## config.mk

```make
export PLATFORM = sky130hd
export DESIGN_NAME = dmem_port_arbiter
export DESIGN_NICKNAME = d
export VERILOG_FILES = /design/src/rtl/dmem_port_arbiter.sv
export SDC_FILE = /design/constraint.sdc
export NUM_CORES = 1
export LEC_CHECK = 0
export CORE_AREA = 5 5 627 629
export CTS_CLUSTER_SIZE = 28
export DETAILED_ROUTE_END_ITERATION = 16
export DIE_AREA = 0 0 632 634
export PLACE_DENSITY = 0.3
export SETUP_SLACK_MARGIN = 0.4
export SYNTH_ARGS = -nofsm -noshare
export SYNTH_HDL_FRONTEND = slang
export SYNTH_SLANG_ARGS = --single-unit
```

## constraint.sdc

```tcl
create_clock -name clk -period 5.3 [get_ports clk]
set_clock_uncertainty 0.1 [all_clocks]
set_input_delay 1.06 -clock clk [delete_from_list [all_inputs] [get_ports clk]]
set_output_delay 1.06 -clock clk [all_outputs]
set_load 0.01 [all_outputs]
```

## src/rtl/dmem_port_arbiter.sv

```systemverilog
// Shares the single Data_Memory port between the pipeline memory stage (CPU)
// and the coefficient-loader DMA, with burst locking and bounded starvation.
module dmem_port_arbiter #(
  parameter int DATA_W       = 256,
  parameter int ADDR_W       = 16,
  parameter int MAX_BURST    = 8,
  parameter int STARVE_LIMIT = 4
) (
  input  logic              clk,
  input  logic              rst,
  input  logic              cpu_req,
  input  logic              cpu_we,
  input  logic [ADDR_W-1:0] cpu_addr,
  input  logic [DATA_W-1:0] cpu_wdata,
  output logic              cpu_gnt,
  output logic              cpu_rvalid,
  output logic [DATA_W-1:0] cpu_rdata,
  output logic              stall_m,
  input  logic              dma_req,
  input  logic              dma_we,
  input  logic [ADDR_W-1:0] dma_addr,
  input  logic [DATA_W-1:0] dma_wdata,
  input  logic              dma_last,
  output logic              dma_gnt,
  output logic              dma_rvalid,
  output logic [DATA_W-1:0] dma_rdata,
  output logic              mem_we,
  output logic [ADDR_W-1:0] mem_addr,
  output logic [DATA_W-1:0] mem_wd,
  input  logic [DATA_W-1:0] mem_rd,
  output logic              dma_busy
);

  typedef enum logic {S_IDLE, S_BURST} state_t;

  localparam logic [7:0] LIMIT     = 8'(STARVE_LIMIT);
  localparam logic [7:0] BURST_MAX = 8'(MAX_BURST);

  state_t      r_state, w_state_nxt;
  logic [7:0]  r_burst_cnt, w_burst_cnt_nxt;
  logic [7:0]  r_cpu_wait, w_cpu_wait_nxt;
  logic [7:0]  r_dma_wait, w_dma_wait_nxt;
  logic        w_cpu_gnt, w_dma_gnt;
  logic        r_cpu_rvalid, r_dma_rvalid;
  logic [DATA_W-1:0] r_cpu_rdata, r_dma_rdata;

  // NOTE: every always_comb output gets a default first so no path leaves it
  // unassigned; that is what keeps synthesis from inferring latches.
  always_comb begin
    w_cpu_gnt       = 1'b0;
    w_dma_gnt       = 1'b0;
    w_state_nxt     = r_state;
    w_burst_cnt_nxt = r_burst_cnt;
    if (r_state == S_BURST && dma_req) begin
      // Locked: only a starved CPU may steal a single cycle; the lock survives.
      if (cpu_req && r_cpu_wait == LIMIT) begin
        w_cpu_gnt = 1'b1;
      end else begin
        w_dma_gnt       = 1'b1;
        w_burst_cnt_nxt = r_burst_cnt + 8'd1;
        if (dma_last || w_burst_cnt_nxt == BURST_MAX) begin
          w_state_nxt     = S_IDLE;
          w_burst_cnt_nxt = '0;
        end
      end
    end else begin
      // IDLE, or a burst abandoned by the DMA: this cycle is arbitrated fresh.
      w_state_nxt     = S_IDLE;
      w_burst_cnt_nxt = '0;
      if (dma_req && (!cpu_req || r_dma_wait == LIMIT)) begin
        w_dma_gnt = 1'b1;
        if (!dma_last && MAX_BURST > 1) begin
          w_state_nxt     = S_BURST;
          w_burst_cnt_nxt = 8'd1;
        end
      end else begin
        w_cpu_gnt = cpu_req;
      end
    end
  end

  // NOTE: grants are masked by rst so the memory port goes quiet the instant
  // reset asserts, not at the next clock edge.
  assign cpu_gnt  = rst & w_cpu_gnt;
  assign dma_gnt  = rst & w_dma_gnt;
  assign stall_m  = rst & cpu_req & ~w_cpu_gnt;
  assign dma_busy = (r_state == S_BURST);

  always_comb begin
    w_cpu_wait_nxt = '0;
    w_dma_wait_nxt = '0;
    if (cpu_req && !w_cpu_gnt)
      w_cpu_wait_nxt = (r_cpu_wait == LIMIT) ? LIMIT : r_cpu_wait + 8'd1;
    if (dma_req && !w_dma_gnt)
      w_dma_wait_nxt = (r_dma_wait == LIMIT) ? LIMIT : r_dma_wait + 8'd1;
  end

  always_comb begin
    mem_we   = 1'b0;
    mem_addr = '0;
    mem_wd   = '0;
    if (cpu_gnt) begin
      mem_we   = cpu_we;
      mem_addr = cpu_addr;
      mem_wd   = cpu_wdata;
    end else if (dma_gnt) begin
      mem_we   = dma_we;
      mem_addr = dma_addr;
      mem_wd   = dma_wdata;
    end
  end

  // NOTE: sequential state uses non-blocking assignments only, so every
  // register samples pre-edge values regardless of statement order.
  always_ff @(posedge clk or negedge rst) begin
    if (!rst) begin
      r_state      <= S_IDLE;
      r_burst_cnt  <= '0;
      r_cpu_wait   <= '0;
      r_dma_wait   <= '0;
      r_cpu_rvalid <= 1'b0;
      r_dma_rvalid <= 1'b0;
      r_cpu_rdata  <= '0;
      r_dma_rdata  <= '0;
    end else begin
      r_state      <= w_state_nxt;
      r_burst_cnt  <= w_burst_cnt_nxt;
      r_cpu_wait   <= w_cpu_wait_nxt;
      r_dma_wait   <= w_dma_wait_nxt;
      r_cpu_rvalid <= cpu_gnt & ~cpu_we;
      r_dma_rvalid <= dma_gnt & ~dma_we;
      if (cpu_gnt && !cpu_we) r_cpu_rdata <= mem_rd;
      if (dma_gnt && !dma_we) r_dma_rdata <= mem_rd;
    end
  end

  assign cpu_rvalid = r_cpu_rvalid;
  assign dma_rvalid = r_dma_rvalid;
  assign cpu_rdata  = r_cpu_rdata;
  assign dma_rdata  = r_dma_rdata;

endmodule

```

### After elaboration in Yosys (flattened, before gate mapping)

Index checks and enable logic that the tools add are counted.

* word-level logic and storage cells: 66
* output and inout bits: 791
* register bits after elaboration: 539
* input bits: 807

* muxes and demuxes: 26
* bitwise operators: 9
* equality and inequality tests: 5
* $add $sub $neg: 3
* reduce and logical (&&, ||, !) cells: 15

Operators with widths (count)
* $mux 256: 2
* $mux 8: 7
* $mux 16: 2
* $add 8x1->8 const B: 3
* $eq 8x3->1 const B: 2
* $mux 1: 15
* $eq 8x4->1 const B: 1
* $logic_and 1x1->1: 7
* $and 1x1->1: 6
* $logic_not 1->1: 5
* $not 1->1: 3
* $logic_or 1x1->1: 2
* $ne 2x1->1 const B: 1
* $ne 2x2->1 const B: 1
* $reduce_and 2->1: 1

### Depth between registers and ports, before layout

Gate-level depths: netlist of the first run.

* word-level depth: 8
* gate-level depth with buffers: 13
* mapped depth without buffers: 9

### Worst setup path before layout of the first run

No wires, ideal clock.

* kind: input -> output
* start point: in cpu_req
* end point: out mem_addr[15]
* stages on the path: 8
* buffers on the path: 3
* data required time: 4140 ps
* arrival: 2610 ps
* setup slack: 1530 ps
* cells stage by stage: inv_1 > nor4_4 > nand2_1 > o211a_1 > clkbuf_1 > clkbuf_1 > clkbuf_1 > o21ai_0

* word-level cells in the longest chain between the ends: 8
* elaborated cells between the ends (all ways): 14
* those cells by class: 8 x mux; 2 x bitwise; 4 x reduce/logical

RTL lines
* start: declaration: RTL line 11 `input logic cpu_req,`
* $logic_not 1->1: RTL line 70 `if (dma_req && (!cpu_req || r_dma_wait == LIMIT)) begin`
* $logic_or 1x1->1: RTL line 70
* $logic_and 1x1->1: RTL line 70
* $mux 1: RTL line 70
* $mux 1: RTL line 54 `if (r_state == S_BURST && dma_req) begin`
* $and 1x1->1: RTL line 85 `assign dma_gnt = rst & w_dma_gnt;`
* $mux 16: RTL line 106 `end else if (dma_gnt) begin`
* $mux 16 *: RTL line 102 `if (cpu_gnt) begin`
* end: declaration: RTL line 28 `output logic [ADDR_W-1:0] mem_addr,`

Every way passes the cells marked *; elsewhere a longest branch is shown, timed or not.

### Final worst setup path of the first run

* start point: in cpu_req
* end point: out mem_wd[38]

* word-level cells in the longest chain between the ends: 8
* elaborated cells between the ends (all ways): 14
* those cells by class: 8 x mux; 2 x bitwise; 4 x reduce/logical

RTL lines
* $logic_not 1->1: RTL line 70
* $logic_or 1x1->1: RTL line 70
* $logic_and 1x1->1: RTL line 70
* $mux 1: RTL line 70
* $mux 1: RTL line 54
* $and 1x1->1: RTL line 85
* $mux 256: RTL line 106
* $mux 256 *: RTL line 102
* end: declaration: RTL line 29 `output logic [DATA_W-1:0] mem_wd,`

Marks and branches as above.

==> results by group, run 1 <==
Run status
  • Status: complete, no violations

Synth
  • Mapped cell area: 24700 um2
  • Sequential share of the synthesized area: 54.7%
  • Syn nets: 2998
  • Async set or reset register ratio after synthesis: 100%
  • Ys flop type: dfrtp_1
  • Post-synthesis register bit count: 539
  • Syn. warnings: 0
  • Number of flops mapped to enable cells by yosys: 0
  • Unique cell type count in the Yosys netlist: 45
  • Avg Inst Size Synth: 11.3 um2
  • Cells after Synth: 2185

Die
  • Die W: 632 um
  • I/O pin total: 1598
  • Cell Rows: 229
  • Core Box Area: 387000 um2
  • Die span in y: 634 um
  • Initial Util: 6.37%
  • Die Footprint: 401000 um2

Timing
  • Fin. Hold Viols: 0
  • Slew headroom: 26.6%
  • Period utilization: 89.5%
  • RSZ-0062 raised after global routing: true
  • Final Max Slew Viols: 0
  • Setup violators final: 0
  • Fin crit period: 4740 ps
  • Fmax: 211 MHz
  • Worst Tran Pin Value: 1100 ps

Drt
  • Post-Route WL: 270000 um
  • Initial DRC Count: 1224
  • Met2 WL: 150000 um
  • DRC: 0
  • Highest layer used for signal routing: met5
  • Wire per inst: 29.5 um
  • Vias: 25500
  • Routed Antenna Nets: 0
  • Via density: 2.78
  • Drt first pass iters: 5
  • Met3 routed WL: 21700 um
  • Routed metal-1 wire length: 87000 um

Finish
  • Proportion of layout cells with a drive suffix above 1: 22.8%
  • Area Overhead vs Synth: 109%
  • Nets: 4671
  • Final Cell Area: 51400 um2
  • Flip-flop and latch area: 13500 um2
  • Commonest non-fill, non-tap cells in the layout: 1350 x clkdlybuf4s50_1, 539 x dfrtp_1, 488 x mux2_2
  • Commonest non-fill, non-tap cell in the layout: clkdlybuf4s50_1
  • # fillers: 44000
  • Footprint of the multi-input gates: 10500 um2

Power
  • LEAKAGE: 20.4 nW
  • VDD IR max: 0.225 mV
  • Power per cell area: 318 nW/um2
  • Final Total Pwr: 16.3 mW

Placed design
  • Port-buffer cells: 1597
  • Detailed placer's ending HPWL: 236000 um
  • Placed cell area: 48400 um2
  • Final Wtd Congestion: 1.09

Setup path
  • Worst Path Max Fanout: 24
  • Worst Path Required: 4140 ps
  • FF-to-FF setup slack: 1300 ps
  • Data arrival time of the worst path: 3580 ps
  • Kind of critical path: primary input to primary output
  • Crit Reg-Reg Endpoint: cpu_rdata[39]$_DFFE_PN0P_
  • Startpoint types: primary input
  • Crit end category: primary output
  • Worst R2R Path Depth: 13
  • Worst r2r src: r_cpu_wait[0]$_DFF_PN0_

Global routing
  • Grt total ovfl: 0
  • GRT Overall Usage: 12.7%
  • Largest net degree at the start of global routing: 152
  • Initial antenna violation count: 122
  • Vias in the first global route: 26700
  • Global-route wire length before repair: 328000 um

Worst hold path
  • HP Class: register to register
  • Hold Crit Depth: 1
  • Min-delay src: r_cpu_wait[0]$_DFF_PN0_
  • Hold Path End: r_cpu_wait[0]$_DFF_PN0_

Clocking
  • Depth of the CTS H-tree: 3
  • CTS Buf Count: 70
  • Clk slew on worst S/H paths: 50 ps
  • CTS Buffer Depth: 3
  • CTS root buf: clkbuf_16
  • Clock Latency Late Sink: 650 ps
  • CTS sink cnt: 539
  • CTS tree: yes

Job
  • Max-cap viol count: 0
## flip-flops by register name, summed over array words and instances, names as in the netlist
signal       count
cpu_rdata      256
dma_rdata      256
r_burst_cnt      8
r_cpu_wait       8
r_dma_wait       8
cpu_rvalid       1
dma_busy         1
dma_rvalid       1
## stage by stage
step | hold slack [ps] | TNS, ps | instances | setup slack [ps] | utilization, %
3_3_place_gp | 372 | -1490 | 8967 | -212 | 12.5
4_1_cts | 387 | 0 | 9092 | 162 | 13.1
3_5_place_dp | 375 | -555 | 8967 | -157 | 12.5
5_1_grt | 398 | 0 | 9138 | 319 | 13.3
6_report | 367 | 0 | 9155 | 555 | 13.3
2_1_floorplan | 374 | 0 | 2185 | 1530 | -
## synth_stat cells, types with 5 or more instances
library cell / number / area share [%]
mux2_1: 24 / 1.1
buf_4: 20 / 0.61
inv_1: 8 / 0.12
xor2_1: 9 / 0.32
dfrtp_1: 539 / 55
mux2_2: 488 / 22
and2_1: 5 / 0.13
ha_1: 6 / 0.30
o21ai_0: 283 / 5.7
buf_1: 27 / 0.41
clkbuf_1: 107 / 1.6
buf_2: 24 / 0.49
and3_1: 8 / 0.20
nand3_1: 286 / 5.8
or3_1: 5 / 0.13
nand2_1: 282 / 4.3
nor2_1: 19 / 0.29
## report_power, final
group / switching, mW / total (mW) / internal, mW
clock: 2.01 / 4.86 / 2.85
sequential: 0.514 / 5.55 / 5.03
combinational: 2.78 / 5.94 / 3.16
## repair_timing
| action | CTS | global route |
|---|---|---|
| setup endpoints to repair | 249 | 196 |
| setup buffers | 4 | 8 |
| gates cloned | 1 | 3 |
| pin swaps | 0 | 2 |
| resized for setup | 131 | 159 |
| endpoints found under the hold margin | 0 | 0 |
| hold buffers | 0 | 0 |
## how the worst max path moves through the flow
stage,startpoint,endpoint,slack [ps]
6_report,cpu_req,mem_wd[38],560
3_5_place_dp,cpu_req,mem_wd[38],-160
5_1_grt,r_cpu_wait[0]$_DFF_PN0_,mem_wd[191],320
4_1_cts,r_dma_wait[5]$_DFF_PN0_,mem_wd[68],160
2_1_floorplan,cpu_req,mem_addr[15],1530
3_3_place_gp,cpu_req,mem_wd[38],-210
## kinds of logic (layout without fill, tap and decap cells)
group           count (synthesis)  after routing  synth area share, %
simple gates                  623            623                 11.4
flops                         539            539                 54.7
mux                           513            513                 23.4
compound gates                300            301                 6.24
buf+inv                       192           1912                 3.52
xor+xnor                       12             12                0.426
fa+ha+maj                       6              6                0.304
other cells                     0             52                    0
## worst max-delay path, stage by stage
cell,delay [ps]
clkdlybuf4s15_1,370
inv_1,160
nor4_4,340
nand2_2,130
o211a_4,230
buf_12,160
buf_12,160
buf_16,170
nand3_1,110
o21ai_2,130
clkdlybuf4s50_1,510
## area by class of cell
type	count	share of cell area, %
timing repair buffer	1783	35.9
sequential	539	26.2
multi-input combinational	1455	20.5
tap	5197	12.6
clock buffer	97	3.88
clock inverter	23	0.562
antenna	52	0.253
inverter	9	0.0803
## layer usage
metal  GRT usage [%]  up-vias
li1                -    11100
met1            12.0    12800
met2            25.1     1141
met3            4.37      369
met4            4.34       58
met5               0        -
Power figures use the tool's default switching activity.
==> run 2, diff against run 1 <==
--- a/config.mk
+++ b/config.mk
@@ -5,10 +5,10 @@
 export SDC_FILE = /design/constraint.sdc
 export NUM_CORES = 1
 export LEC_CHECK = 0
-export CORE_AREA = 5 5 627 629
+export CORE_AREA = 2 2 624 626
 export CTS_CLUSTER_SIZE = 28
 export DETAILED_ROUTE_END_ITERATION = 16
-export DIE_AREA = 0 0 632 634
+export DIE_AREA = 0 0 626 628
 export PLACE_DENSITY = 0.3
 export SETUP_SLACK_MARGIN = 0.4
 export SYNTH_ARGS = -nofsm -noshare
==> run 2 against run 1 <==
Against the previous run:
- routed wire length grew 5.3%
- maximum frequency shrank 1.6%
- worst hold slack gained 18 ps
- core utilization is essentially flat
- total power grew 1.4%
- critical path depth shrank 2
- global-route usage grew 1.2 points
- via count grew 1.8%
- register-to-register slack gained 270 ps
- non-clock buffer count shrank 47
- critical path type unchanged
- sequential power is essentially flat
- die area shrank 1.9%
==> results by group, run 2 (same netlist as run 1, synthesis figures left out) <==
Setup path
  • Crit end category: primary output
  • Worst r2r src: r_cpu_wait[0]$_DFF_PN0_
  • Worst Path Required: 4140 ps
  • Data arrival time of the worst path: 3660 ps
  • Worst Path Max Fanout: 43
  • Startpoint types: primary input
  • Crit Reg-Reg Endpoint: cpu_rdata[152]$_DFFE_PN0P_
  • CP Capture Point: mem_wd[151]
  • Worst R2R Path Depth: 13
  • Kind of critical path: primary input to primary output
  • FF-to-FF setup slack: 1570 ps
  • Critical path origin: cpu_req

Drt
  • Routed Antenna Nets: 0
  • Initial DRC Count: 1474
  • Vias: 25900
  • Drt first pass iters: 5
  • Post-Route WL: 285000 um
  • Wire per inst: 31.3 um
  • DRC: 0
  • Via density: 2.85

Power
  • Clock power share: 31.0%
  • Cell Int Power: 11.2 mW
  • LEAKAGE: 19.6 nW
  • Combinational share of power: 35.6%
  • Final Total Pwr: 16.6 mW
  • Power per cell area: 323 nW/um2
  • VDD IR max: 0.210 mV
  • Seq pwr share: 33.4%
  • Switching Share: 32.5%
  • Net load switching power: 5.38 mW

Global routing
  • GR Util met1: 13.7%
  • Largest net degree at the start of global routing: 156
  • Initial antenna violation count: 210
  • GRT Overall Usage: 13.9%
  • Grt total ovfl: 0
  • Vias in the first global route: 27000
  • Met2 usage: 27.6%
  • Met3 Resource Use GR: 3.74%
  • Global-route wire length before repair: 347000 um
  • Most Used Layer, Global Route: met2

Timing
  • Fin. Hold Viols: 0
  • Final Max Slew Viols: 0
  • Fmax: 207 MHz
  • Worst Tran Pin Value: 884 ps
  • Slew headroom: 41.1%
  • Setup violators final: 0
  • Period utilization: 91.0%
  • Hold slack: 384 ps
  • Fin crit period: 4820 ps
  • RSZ-0062 raised after global routing: true

Finish
  • Proportion of layout cells with a drive suffix above 1: 21.9%
  • Commonest non-fill, non-tap cells in the layout: 1406 x clkdlybuf4s50_1, 539 x dfrtp_1, 488 x mux2_2
  • Final core utilization: 13.3%
  • Commonest non-fill, non-tap cell in the layout: clkdlybuf4s50_1
  • Nets: 4624
  • Area Overhead vs Synth: 108%

Die
  • I/O pin total: 1598
  • Initial Util: 6.37%
  • Die W: 626 um
  • Die span in y: 628 um
  • Core Box Area: 387000 um2
  • Cell Rows: 229
  • Die Footprint: 393000 um2

Worst hold path
  • HP Class: register to register

Clocking
  • CTS Buf Count: 71
  • CTS tree: yes
  • Clk slew on worst S/H paths: 50 ps
  • Clock Latency Late Sink: 660 ps
  • Depth of the CTS H-tree: 3
  • Cts hold-fix bufs: 0
  • CTS root buf: clkbuf_16
  • CTS sink cnt: 539
  • CTS Buffer Depth: 3

Run status
  • Status: complete, no violations

Placed design
  • Port-buffer cells: 1597
  • Detailed placer's ending HPWL: 248000 um
  • Final Wtd Congestion: 1.02

Job
  • Max-cap viol count: 0
-- run 2: cell count changes in the layout (fill, tap and decap cells not counted), moves of 7 or more --
cell             previous run  this run
clkbuf_8                    8        16
buf_16                      3        10
o21ai_1                    39        29
o21ai_0                   224       233
clkdlybuf4s50_1          1350      1406
buf_4                     167        98
dlymetal6s2s_1            107        59
diode_2                    52        35
-- run 2: repair_timing --
action                                  4_1_cts  5_1_grt
pin swaps                                     0        3
endpoints found under the setup margin      215      115
setup buffers                                 5        8
resized for setup                           144       81
cloned                                        6        6
-- run 2: stage by stage --
stage                     instances  setup TNS, ps  setup slack (ps)  instance area [um2]
after floorplan                2185              0              1530                24700
after global placement         8910          -2630              -348                48200
after detailed placement       8910          -1420              -286                48200
after CTS                      9051              0               302                50900
after global routing           9079              0               298                51300
final                          9100              0               478                51400
-- run 2: per-layer routing --
metal | wire (um) | up-vias
li1 | - | 11000
met1 | 97000 | 13200
met2 | 157000 | 1290
met3 | 19400 | 469
met4 | 10500 | 52
met5 | 340 | -
-- run 2: power groups by stage --
stage | logic [mW] | registers (mW) | clock network (mW)
global placement | 6.01 | 5.58 | 0
floorplan | 1.20 | 5.98 | 0
CTS | 6.05 | 5.56 | 5.39
finish | 5.90 | 5.54 | 5.14
detailed placement | 5.99 | 5.61 | 0
global route | 6.18 | 5.67 | 5.56
-- run 2: final cells by class --
cell class	count	area, um2
diodes	35	87.6
fillers	43900	336000
flip-flops and latches	539	13500
well taps	5197	6500
clock buffers	102	2050
repair buffers	1736	18300
clock inverters	28	412
multi-input cells	1454	10500
inverters	9	41.3
-- run 2: worst min path at each step --
stage,start,to,slack [ps],cells past startpoint
after CTS,cpu_rdata[106]$_DFFE_PN0P_,cpu_rdata[106]$_DFFE_PN0P_,390,1
after global routing,cpu_rdata[108]$_DFFE_PN0P_,cpu_rdata[108]$_DFFE_PN0P_,410,1
after floorplan,r_cpu_wait[0]$_DFF_PN0_,r_cpu_wait[0]$_DFF_PN0_,370,1
after detailed placement,cpu_rdata[100]$_DFFE_PN0P_,cpu_rdata[100]$_DFFE_PN0P_,380,1
final,cpu_rdata[106]$_DFFE_PN0P_,cpu_rdata[106]$_DFFE_PN0P_,380,1
after global placement,cpu_rdata[108]$_DFFE_PN0P_,cpu_rdata[108]$_DFFE_PN0P_,370,1
-- run 2: worst max-delay path: stages --
cell             delay [ps]
dlygate4sd2_1           360
inv_1                   150
buf_4                   180
a21boi_4                240
buf_12                  260
buf_4                   290
nand2_1                  80
o21ai_0                 380
clkdlybuf4s50_1         630
==> variant (flow settings as in run 1) <==
Change the parameter `MAX_BURST` from 8 to 4.
--- a/src/rtl/dmem_port_arbiter.sv
+++ b/src/rtl/dmem_port_arbiter.sv
@@ -4,5 +4,5 @@
   parameter int DATA_W       = 256,
   parameter int ADDR_W       = 16,
-  parameter int MAX_BURST    = 8,
+  parameter int MAX_BURST    = 4,
   parameter int STARVE_LIMIT = 4
 ) (
Function: not settled (the Yosys comparison gave no result); the edit may change what the design does.
==> variant against run 1 <==
Fmax decreased by 2.6%. Final cell count decreased by 0.72%. Register-to-register slack improved by 540 ps. Total power increased by 3.1%. Count of clock-buffer cells in the layout increased by 13. Synthesized area increased by 5.0%. Sequential cell count unchanged. Setup slack got worse by 130 ps. Routed wire length decreased by 9.3%. First-iteration DRC count decreased by 21%. Final area increased by 0.47%.
==> variant: results (changes against run 1) <==
Detailed routing
  • First DRT Iteration DRCs: 973 (-21%)
  • Vias: 24606 (-3.5%)
  • Routed wl met2: 133000 microns (-11%)
  • Vias per cell: 2.71 (-2.8%)
  • Wire per inst: 27.0 microns (-8.6%)

Placed design
  • DP Cell Count: 8903 (-0.71%)
  • Pre-CTS setup slack: -245 ps (-88.6 ps)
  • Global placement routability congestion: 0.981 (-9.9%)

Synthesis
  • Xor/xnor cell area share of the yosys netlist: 0.406% (-0.020 points)
  • Synth Area in Compound Gates: 0.923% (-5.3 points)
  • Post-Syn Nets: 2965 (-1.1%)
  • Ranking of synthesized cells by area: dfrtp_1 52%, mux2_2 20%, mux2i_1 11%
  • Synth cell count leaders: 556 x nand2_1, 539 x dfrtp_1, 468 x mux2_2
  • Synth Area in Adders: 0.290% (-0.014 points)
  • Mux contribution to synthesized area: 32.8% (+9.4 points)

Global route
  • Vias in the first global route: 26222 (-1.8%)
  • Global Route met3 Usage: 4.46% (+0.086 points)
  • Gr usage total: 11.6% (-1.1 points)
  • Largest net degree at the start of global routing: 135 (-11%)
  • Initial antenna violation count: 165 (+35%)
  • First-pass GRT wire length: 304000 microns (-7.2%)

CTS
  • Setup bufs post-CTS: 9 (+5)
  • Clock transition at path regs: 70 ps (+20 ps)
  • Post-CTS sizing: 67 (-49%)
  • Inserted Clock Buffers: 74 (+5.7%)

Status
  • Outcome: finished, final reports clean

Power and ir drop
  • Pleak: 19.9 nW (-2.6%)

Critical path
  • CP Data Arrival Time: 3710 ps (+130 ps)
-- variant: cell count changes after synthesis, sizes merged, moves of 3 or more --
| cell | before | now |
|---|---|---|
| and3 | 8 | 11 |
| buf | 76 | 87 |
| clkbuf | 107 | 61 |
| mux2i | 1 | 273 |
| nand2 | 282 | 556 |
| nand2b | 2 | 5 |
| nand3 | 286 | 14 |
| o21ai | 283 | 8 |
| or2 | 3 | 0 |
| or3 | 5 | 0 |
-- variant: layout make-up --
cell class	count	area, sq um	area share, %
antenna	39	97.6	0.189
clock buffer	110	2110	4.08
clock inverter	20	272	0.525
inverter	8	30.0	0.0581
multi-input combinational	1457	11500	22.3
sequential	539	13500	26.1
tap	5197	6500	12.6
timing repair buffer	1719	17700	34.2
-- variant: worst paths after layout --
check,end,slack [ps],cells past startpoint
max,mem_wd[245],430,8
min,cpu_rdata[178]$_DFFE_PN0P_,170,1
max reg2reg,dma_rdata[102]$_DFFE_PN0P_,1840,7
max in group asynchronous,cpu_rdata[229]$_DFFE_PN0P_,2070,5
min in group clk,cpu_rdata[238]$_DFFE_PN0P_,380,1
min reg2reg,cpu_rdata[238]$_DFFE_PN0P_,380,1
-- variant: power by group --
part | total (mW) | internal (mW) | switching [mW]
Combinational | 6.20 | 3.42 | 2.78
Clock | 5.02 | 2.96 | 2.05
Sequential | 5.63 | 5.11 | 0.528
-- variant: kinds of logic (layout without fill, tap and decap cells) --
group                      Yosys count  after routing
buffers and inverters              156           1857
xor gates and xnor gates            12             12
other                                0             39
muxes                              785            785
adders and majority gates            6              6
and+or+nand+nor                    624            624
DFF                                539            539
AOI/OAI and AO/OA                   30             30
-- variant: worst max-delay path: stages --
cell and delay, ps:
clkdlybuf4s50_1 550, buf_4 270, o21a_4 230, buf_16 220, buf_12 250, nand2_1 230
mux2i_1 200, clkdlybuf4s50_1 560
